$ cat src/rtl/mips_decode_stage.sv
// MIPS decode stage: decodes op/funct into a control bundle held in an ID/EX
// register (1 or 2 entries) with valid/ready handshake, load-use bubble
// insertion and branch flush.
// Optional feature macro: ILLEGAL_OP_TRAP_EN adds the registered illegal_op output.
module mips_decode_stage #(
  parameter int unsigned OP_W    = 6,
  parameter int unsigned FUNCT_W = 6,
  parameter int unsigned REG_W   = 5,
  parameter int unsigned DEPTH   = 1
) (
  input  logic               clk,
  input  logic               reset,
  input  logic               in_valid,
  output logic               in_ready,
  input  logic [OP_W-1:0]    op,
  input  logic [FUNCT_W-1:0] funct,
  input  logic [REG_W-1:0]   rs,
  input  logic [REG_W-1:0]   rt,
  input  logic [REG_W-1:0]   rd,
  input  logic               flush,
  output logic               out_valid,
  input  logic               out_ready,
  output logic               MemtoReg,
  output logic               MemWrite,
  output logic               ALUSrc,
  output logic               RegDst,
  output logic               RegWrite,
  output logic               Branch,
  output logic               BranchNe,
  output logic [FUNCT_W-1:0] ALUControl,
  output logic [REG_W-1:0]   dst_reg,
  output logic               stall
`ifdef ILLEGAL_OP_TRAP_EN
  ,
  output logic               illegal_op
`endif
);

  localparam int unsigned CNT_W = 2;

  typedef struct packed {
    logic               mem_to_reg;
    logic               mem_write;
    logic               alu_src;
    logic               reg_dst;
    logic               reg_write;
    logic               branch;
    logic               branch_ne;
    logic [FUNCT_W-1:0] alu_control;
    logic [REG_W-1:0]   dst;
`ifdef ILLEGAL_OP_TRAP_EN
    logic               illegal;
`endif
  } ctrl_t;

  ctrl_t            dec;
  logic             uses_rt;
  ctrl_t            entry_q [2];
  ctrl_t            entry_n [2];
  logic [CNT_W-1:0] count_q;
  logic [CNT_W-1:0] count_n;
  logic             hazard;
  logic             pop;
  logic             push_in;
  logic             push_bub;

  // Opcode/funct decode of the instruction offered by IF/ID
  always_comb begin
    dec     = '0;
    uses_rt = 1'b0;
    case (op)
      OP_W'(6'b000000): begin
        dec.reg_dst     = 1'b1;
        dec.reg_write   = 1'b1;
        dec.alu_control = funct;
        uses_rt         = 1'b1;
`ifdef ILLEGAL_OP_TRAP_EN
        case (funct)
          FUNCT_W'(6'b100000), FUNCT_W'(6'b100001), FUNCT_W'(6'b100010),
          FUNCT_W'(6'b100011), FUNCT_W'(6'b100100), FUNCT_W'(6'b100101),
          FUNCT_W'(6'b100110), FUNCT_W'(6'b100111), FUNCT_W'(6'b101010),
          FUNCT_W'(6'b101011), FUNCT_W'(6'b000000), FUNCT_W'(6'b000010),
          FUNCT_W'(6'b000011): dec.illegal = 1'b0;
          default:             dec.illegal = 1'b1;
        endcase
`endif
      end
      OP_W'(6'b001000): begin dec.alu_src = 1'b1; dec.reg_write = 1'b1; dec.alu_control = FUNCT_W'(6'b100000); end
      OP_W'(6'b001001): begin dec.alu_src = 1'b1; dec.reg_write = 1'b1; dec.alu_control = FUNCT_W'(6'b100001); end
      OP_W'(6'b001100): begin dec.alu_src = 1'b1; dec.reg_write = 1'b1; dec.alu_control = FUNCT_W'(6'b100100); end
      OP_W'(6'b001101): begin dec.alu_src = 1'b1; dec.reg_write = 1'b1; dec.alu_control = FUNCT_W'(6'b100101); end
      OP_W'(6'b001110): begin dec.alu_src = 1'b1; dec.reg_write = 1'b1; dec.alu_control = FUNCT_W'(6'b100110); end
      OP_W'(6'b001010): begin dec.alu_src = 1'b1; dec.reg_write = 1'b1; dec.alu_control = FUNCT_W'(6'b101010); end
      OP_W'(6'b001011): begin dec.alu_src = 1'b1; dec.reg_write = 1'b1; dec.alu_control = FUNCT_W'(6'b101011); end
      OP_W'(6'b001111): begin dec.alu_src = 1'b1; dec.reg_write = 1'b1; end
      OP_W'(6'b000100): begin
        dec.branch      = 1'b1;
        dec.alu_control = FUNCT_W'(6'b100010);
        uses_rt         = 1'b1;
      end
      OP_W'(6'b000101): begin
        dec.branch      = 1'b1;
        dec.branch_ne   = 1'b1;
        dec.alu_control = FUNCT_W'(6'b100010);
        uses_rt         = 1'b1;
      end
      OP_W'(6'b100000), OP_W'(6'b100001), OP_W'(6'b100011),
      OP_W'(6'b100100), OP_W'(6'b100101), OP_W'(6'b100111): begin
        dec.mem_to_reg  = 1'b1;
        dec.alu_src     = 1'b1;
        dec.reg_write   = 1'b1;
        dec.alu_control = FUNCT_W'(6'b100001);
      end
      OP_W'(6'b101000), OP_W'(6'b101001), OP_W'(6'b101011): begin
        dec.mem_write   = 1'b1;
        dec.alu_src     = 1'b1;
        dec.alu_control = FUNCT_W'(6'b100001);
        uses_rt         = 1'b1;
      end
      default: begin
`ifdef ILLEGAL_OP_TRAP_EN
        dec.illegal = 1'b1;
`endif
      end
    endcase
    dec.dst = dec.reg_dst ? rd : rt;
  end

  // Load-use detection against the output entry and handshake derivation
  always_comb begin
    hazard   = in_valid && out_valid && entry_q[0].mem_to_reg &&
               (entry_q[0].dst != '0) &&
               ((entry_q[0].dst == rs) || (uses_rt && (entry_q[0].dst == rt)));
    stall    = hazard && !flush;
    in_ready = !stall && ((count_q < CNT_W'(DEPTH)) || out_ready);
    pop      = out_valid && out_ready;
    push_in  = in_valid && in_ready && !flush;
    push_bub = stall && out_ready;
  end

  // Skid entry update: pop head, then append the decoded instruction or a bubble
  always_comb begin
    entry_n = entry_q;
    count_n = count_q;
    if (flush) begin
      entry_n[0] = '0;
      entry_n[1] = '0;
      count_n    = '0;
    end else begin
      if (pop) begin
        entry_n[0] = entry_q[1];
        entry_n[1] = '0;
        count_n    = count_q - CNT_W'(1);
      end
      if (push_in || push_bub) begin
        entry_n[count_n[0]] = push_bub ? ctrl_t'('0) : dec;
        count_n             = count_n + CNT_W'(1);
      end
    end
  end

  // ID/EX register state
  always_ff @(posedge clk or posedge reset) begin
    if (reset) begin
      entry_q[0] <= '0;
      entry_q[1] <= '0;
      count_q    <= '0;
      out_valid  <= 1'b0;
    end else begin
      entry_q[0] <= entry_n[0];
      entry_q[1] <= entry_n[1];
      count_q    <= count_n;
      out_valid  <= (count_n != '0);
    end
  end

  assign MemtoReg   = entry_q[0].mem_to_reg;
  assign MemWrite   = entry_q[0].mem_write;
  assign ALUSrc     = entry_q[0].alu_src;
  assign RegDst     = entry_q[0].reg_dst;
  assign RegWrite   = entry_q[0].reg_write;
  assign Branch     = entry_q[0].branch;
  assign BranchNe   = entry_q[0].branch_ne;
  assign ALUControl = entry_q[0].alu_control;
  assign dst_reg    = entry_q[0].dst;
`ifdef ILLEGAL_OP_TRAP_EN
  assign illegal_op = entry_q[0].illegal;
`endif

endmodule

$ cat config.mk
export PLATFORM = sky130hd
export DESIGN_NAME = mips_decode_stage
export DESIGN_NICKNAME = d
export VERILOG_FILES = /design/src/rtl/mips_decode_stage.sv
export SDC_FILE = /design/constraint.sdc
export NUM_CORES = 1
export LEC_CHECK = 0
export BUFFER_PORTS_ARGS = -buffer_cell sky130_fd_sc_hd__buf_2
export CELL_PAD_IN_SITES_DETAIL_PLACEMENT = 1
export CELL_PAD_IN_SITES_GLOBAL_PLACEMENT = 1
export CORE_MARGIN = 10
export CORE_UTILIZATION = 25
export DETAILED_ROUTE_END_ITERATION = 8
export GPL_ROUTABILITY_DRIVEN = 0
export HOLD_SLACK_MARGIN = 0.03
export PLACE_DENSITY_LB_ADDON = 0.1
export SLEW_MARGIN = 20
export SYNTH_ARGS = -nofsm -noshare
export SYNTH_HDL_FRONTEND = slang
export SYNTH_SLANG_ARGS = --single-unit
$ cat constraint.sdc
create_clock -name clk -period 2.6 [get_ports clk]
set_input_delay 0.26 -clock clk [delete_from_list [all_inputs] [get_ports clk]]
set_output_delay 0.26 -clock clk [all_outputs]
set_load 0.02 [all_outputs]
==> key figures <==
Outcome
  • Outcome: completed

Synthesis
  • Simple-gate portion of the synthesized area: 0.164
  • Share of Yosys cell area claimed by the top area cell type: 0.386
  • Number of enable-type register cells in the synthesized netlist: 0
  • Number of nets produced by synthesis: 297
  • Synth Area in XOR/XNOR: 0.0416
  • Compound-gate portion of the synthesized area: 0.204
  • Instance count of the mapped netlist: 264
  • Register area share after synthesis: 0.386
  • Leading cell type by number of instances after synthesis: dfrtp_1
  • Share of synthesized area spent on multiplexers: 0.117
  • Biggest area consumer among synthesized cells: dfrtp_1
  • Commonest cells post-synth: dfrtp_1, mux2i_1, a22o_1, nand2_1
  • Main combinational cell family by area after synthesis: compound AO/OA/AOI/OAI gates
  • Cell Area, Synth: 2530 um2
  • Share of synthesized registers carrying an async set or reset: 1.00
  • Count of unique library cells instantiated by Yosys: 52
  • Number of synthesis warnings: 0
  • Leading post-synthesis cells by cell area: dfrtp_1, mux2i_1, a22o_1
  • Avg Synthesized Cell Area: 9.58 um2
  • Total of flip-flops plus latches after synthesis: 39
  • Flip-flop cell with the highest count after synthesis: dfrtp_1
  • Share of synthesized cell area in full adder, half adder and majority cells: 0.00495

Drt
  • Detailed Route WL: 8.43 mm
  • Average via count per standard cell: 4.99
  • Vias after detailed routing: 2226
  • Detailed-route wire length per cell: 18.9 um
  • Number of optimization iterations in the first detailed-route pass: 4
  • Remaining design rule violation count: 0
  • Initial detailed-routing violation count: 58
  • Number of routed nets with antenna violations: 0

STA
  • Slew at the pin with the worst max-slew slack: 0.728 ns
  • Final-report max-slew violation count: 0
  • Hold slack: 0.0919 ns
  • Final period util: 0.962
  • Fin. Hold Viols: 0
  • Relative slew slack: 0.502
  • Endpoints failing setup: 0
  • Final period demand of the worst path: 2.50 ns
  • Clk_skew: 0.00256 ns
  • RSZ-0062 raised after global routing: true
  • Maximum operating frequency: 400 MHz

GRT
  • Remaining global-route overflow: 0
  • Wire length of the first global-routing pass: 13.9 mm
  • Via count of the first global-routing pass: 2443
  • GRT Resource Usage Total: 0.118
  • Antenna violations before repair: 0
  • Maximum number of pins on one net before global-route repair: 40

Finish
  • Summed area of non-filler cells in the final layout: 3050 um2
  • Non-filler cells, final: 446
  • Ratio of cells with drive above 1 in the final layout: 0.310
  • Largest register FFs: 18
  • Antenna cell count: 0
  • Total of fill cells in the finished design: 1199
  • Number of nets in the final layout: 346
  • Area added between synthesis and finish: 20.8%

Floorplan
  • Vertical die dimension: 121 um
  • Horizontal extent of the die: 121 um
  • I/O pin count: 53
  • Area of the die: 14500 um2
  • Starting Density: 0.258
  • Number of placement rows: 36
  • Total core area: 9820 um2

Critical path
  • Data required time at the worst endpoint: 2.77 ns
  • Cells traversed along the worst timing path: or4_1, o2111ai_2, or4_1, o21a_2, mux2_4, and2_4, mux2_4
  • Cell with the largest stage delay on the worst path: or4_1
  • Crit end category: flop
  • CP max FO: 6
  • Buf+Inv Stages, Crit Path: 0
  • Kind of cell with the highest combined delay on the critical path: simple AND/OR/NAND/NOR gates
  • Data arrival time at the worst-slack endpoint: 2.68 ns
  • Type of the worst setup path: flop to flop
  • Critical Path Max Stage Delay: 0.58 ns
  • Type of element launching the critical path: flop

Power and ir drop
  • Switching part of the total: 0.355
  • Cell internal pwr: 0.00109 W
  • Ratio of total power to cell area: 552 nW/um2
  • Net switching component of the power: 0.000598 W
  • Worst voltage drop across the vdd grid: 205 uV
  • Leak: 1.38 nW
  • Clock share of power: 0.249
  • Part of the power in registers: 0.415
  • Comb pwr share: 0.337

Clocking
  • CTS Buf Count: 5
  • Clock Tree Buf Depth: 2
  • Clk_lat worst skew: 0.28 ns
  • Clock root buffer master: clkbuf_8
  • CTS HTree Levels: 2
  • Clock net sink count: 39
  • Clock slew at reported path FFs: 0.08 ns
  • TritonCTS clock tree: done

Placed design
  • Instance area after placement: 2960 um2
  • Number of I/O port buffers: 52
  • Final HPWL from detailed placement: 6.07 mm
  • Dpl cells: 438

Job
  • Maximum capacitance violations: 0

Min path
  • Worst hold-check path type: input pin to asynchronous set/reset pin
==> power groups by stage <==
stage          clock (W)  sequential [W]  combinational (W)
2_1_floorplan          0        0.000698           0.000391
3_3_place_gp           0        0.000710           0.000568
3_5_place_dp           0        0.000713           0.000570
4_1_cts         0.000439        0.000701           0.000572
5_1_grt         0.000459        0.000708           0.000630
6_report        0.000419        0.000699           0.000568
==> path summary, 6_finish.rpt <==
kind	startpoint	end	slack (ns)	depth (start not counted)
min	reset	RegDst	0.09	3
max in group asynchronous	reset	ALUControl[5]	2.14	3
min in group clk	funct[5]	entry_q[10]	0.33	4
min reg2reg	entry_q[16]	entry_q[16]	0.50	1
max reg2reg	dst_reg[4]	count_q[1]	0.1	7
max	dst_reg[4]	count_q[1]	0.1	7
==> repair_timing <==
action	in CTS	in global routing
hold buffers	0	0
resized for setup	0	1
buffers inserted	0	1
endpoints found under the setup margin	0	5
==> kinds of logic (layout without fill, tap and decap cells) <==
kind of cell	count (synthesis)	in the layout
buffers and inverters	39	88
adder cells (fa/ha/maj)	1	1
flip-flops	39	39
XOR/XNOR	12	12
AND/OR/NAND/NOR	80	80
AO/OA/AOI/OAI	65	65
multiplexers	28	28
==> stage by stage <==
stage	utilization	setup WS (ns)	TNS (ns)	power [W]
global route	0.311	-0.0147	-0.0517	0.00180
CTS	0.310	0.0978	0	0.00171
global placement	0.301	0.148	0	0.00128
floorplan	-	0.149	0	0.00109
finish	0.311	0.0984	0	0.00169
detailed placement	0.301	0.109	0	0.00128
==> per-layer routing <==
metal / vias to the layer above / wire length [um] / GRT usage
met1: 1125 / 4510 / 0.169
met4: 0 / 57 / 0.0226
met2: 43 / 3530 / 0.175
li1: 1053 / - / -
met5: - / 0 / 0
met3: 5 / 330 / 0.0265
==> worst min-delay path: cells and delay by family <==
kind	cells	cell delay [ns]
buf+inv	3	0.57
==> area by class of cell <==
type	instances	area, um2	share of cell area
clock buffer	6	82.6	0.0270
inverter	6	22.5	0.00737
multi-input combinational	186	1350	0.443
timing repair buffer	75	449	0.147
sequential	39	976	0.320
tap	133	166	0.0545
clock inverter	1	5.00	0.00164
==> cell usage in the layout, fill, tap and decap left out, types with 2 or more instances in the layout <==
cell type | synthesis | final
buf_2 | 5 | 52
dfrtp_1 | 39 | 39
mux2i_1 | 23 | 23
buf_4 | 11 | 21
nand2_1 | 16 | 16
a22o_1 | 16 | 16
nor2_1 | 15 | 15
nand3_1 | 15 | 15
o31ai_1 | 15 | 15
nor3_1 | 14 | 14
xnor2_1 | 9 | 9
a21oi_1 | 8 | 8
inv_1 | 6 | 6
o21ai_0 | 6 | 6
clkbuf_8 | 0 | 6
nand2b_1 | 4 | 4
xor2_1 | 3 | 3
a21o_1 | 3 | 3
or4_1 | 2 | 2
a31o_2 | 2 | 2
mux2_2 | 2 | 2
nor4b_1 | 2 | 2
a311o_1 | 2 | 2
mux2_4 | 2 | 2
Power figures use the tool's default switching activity.
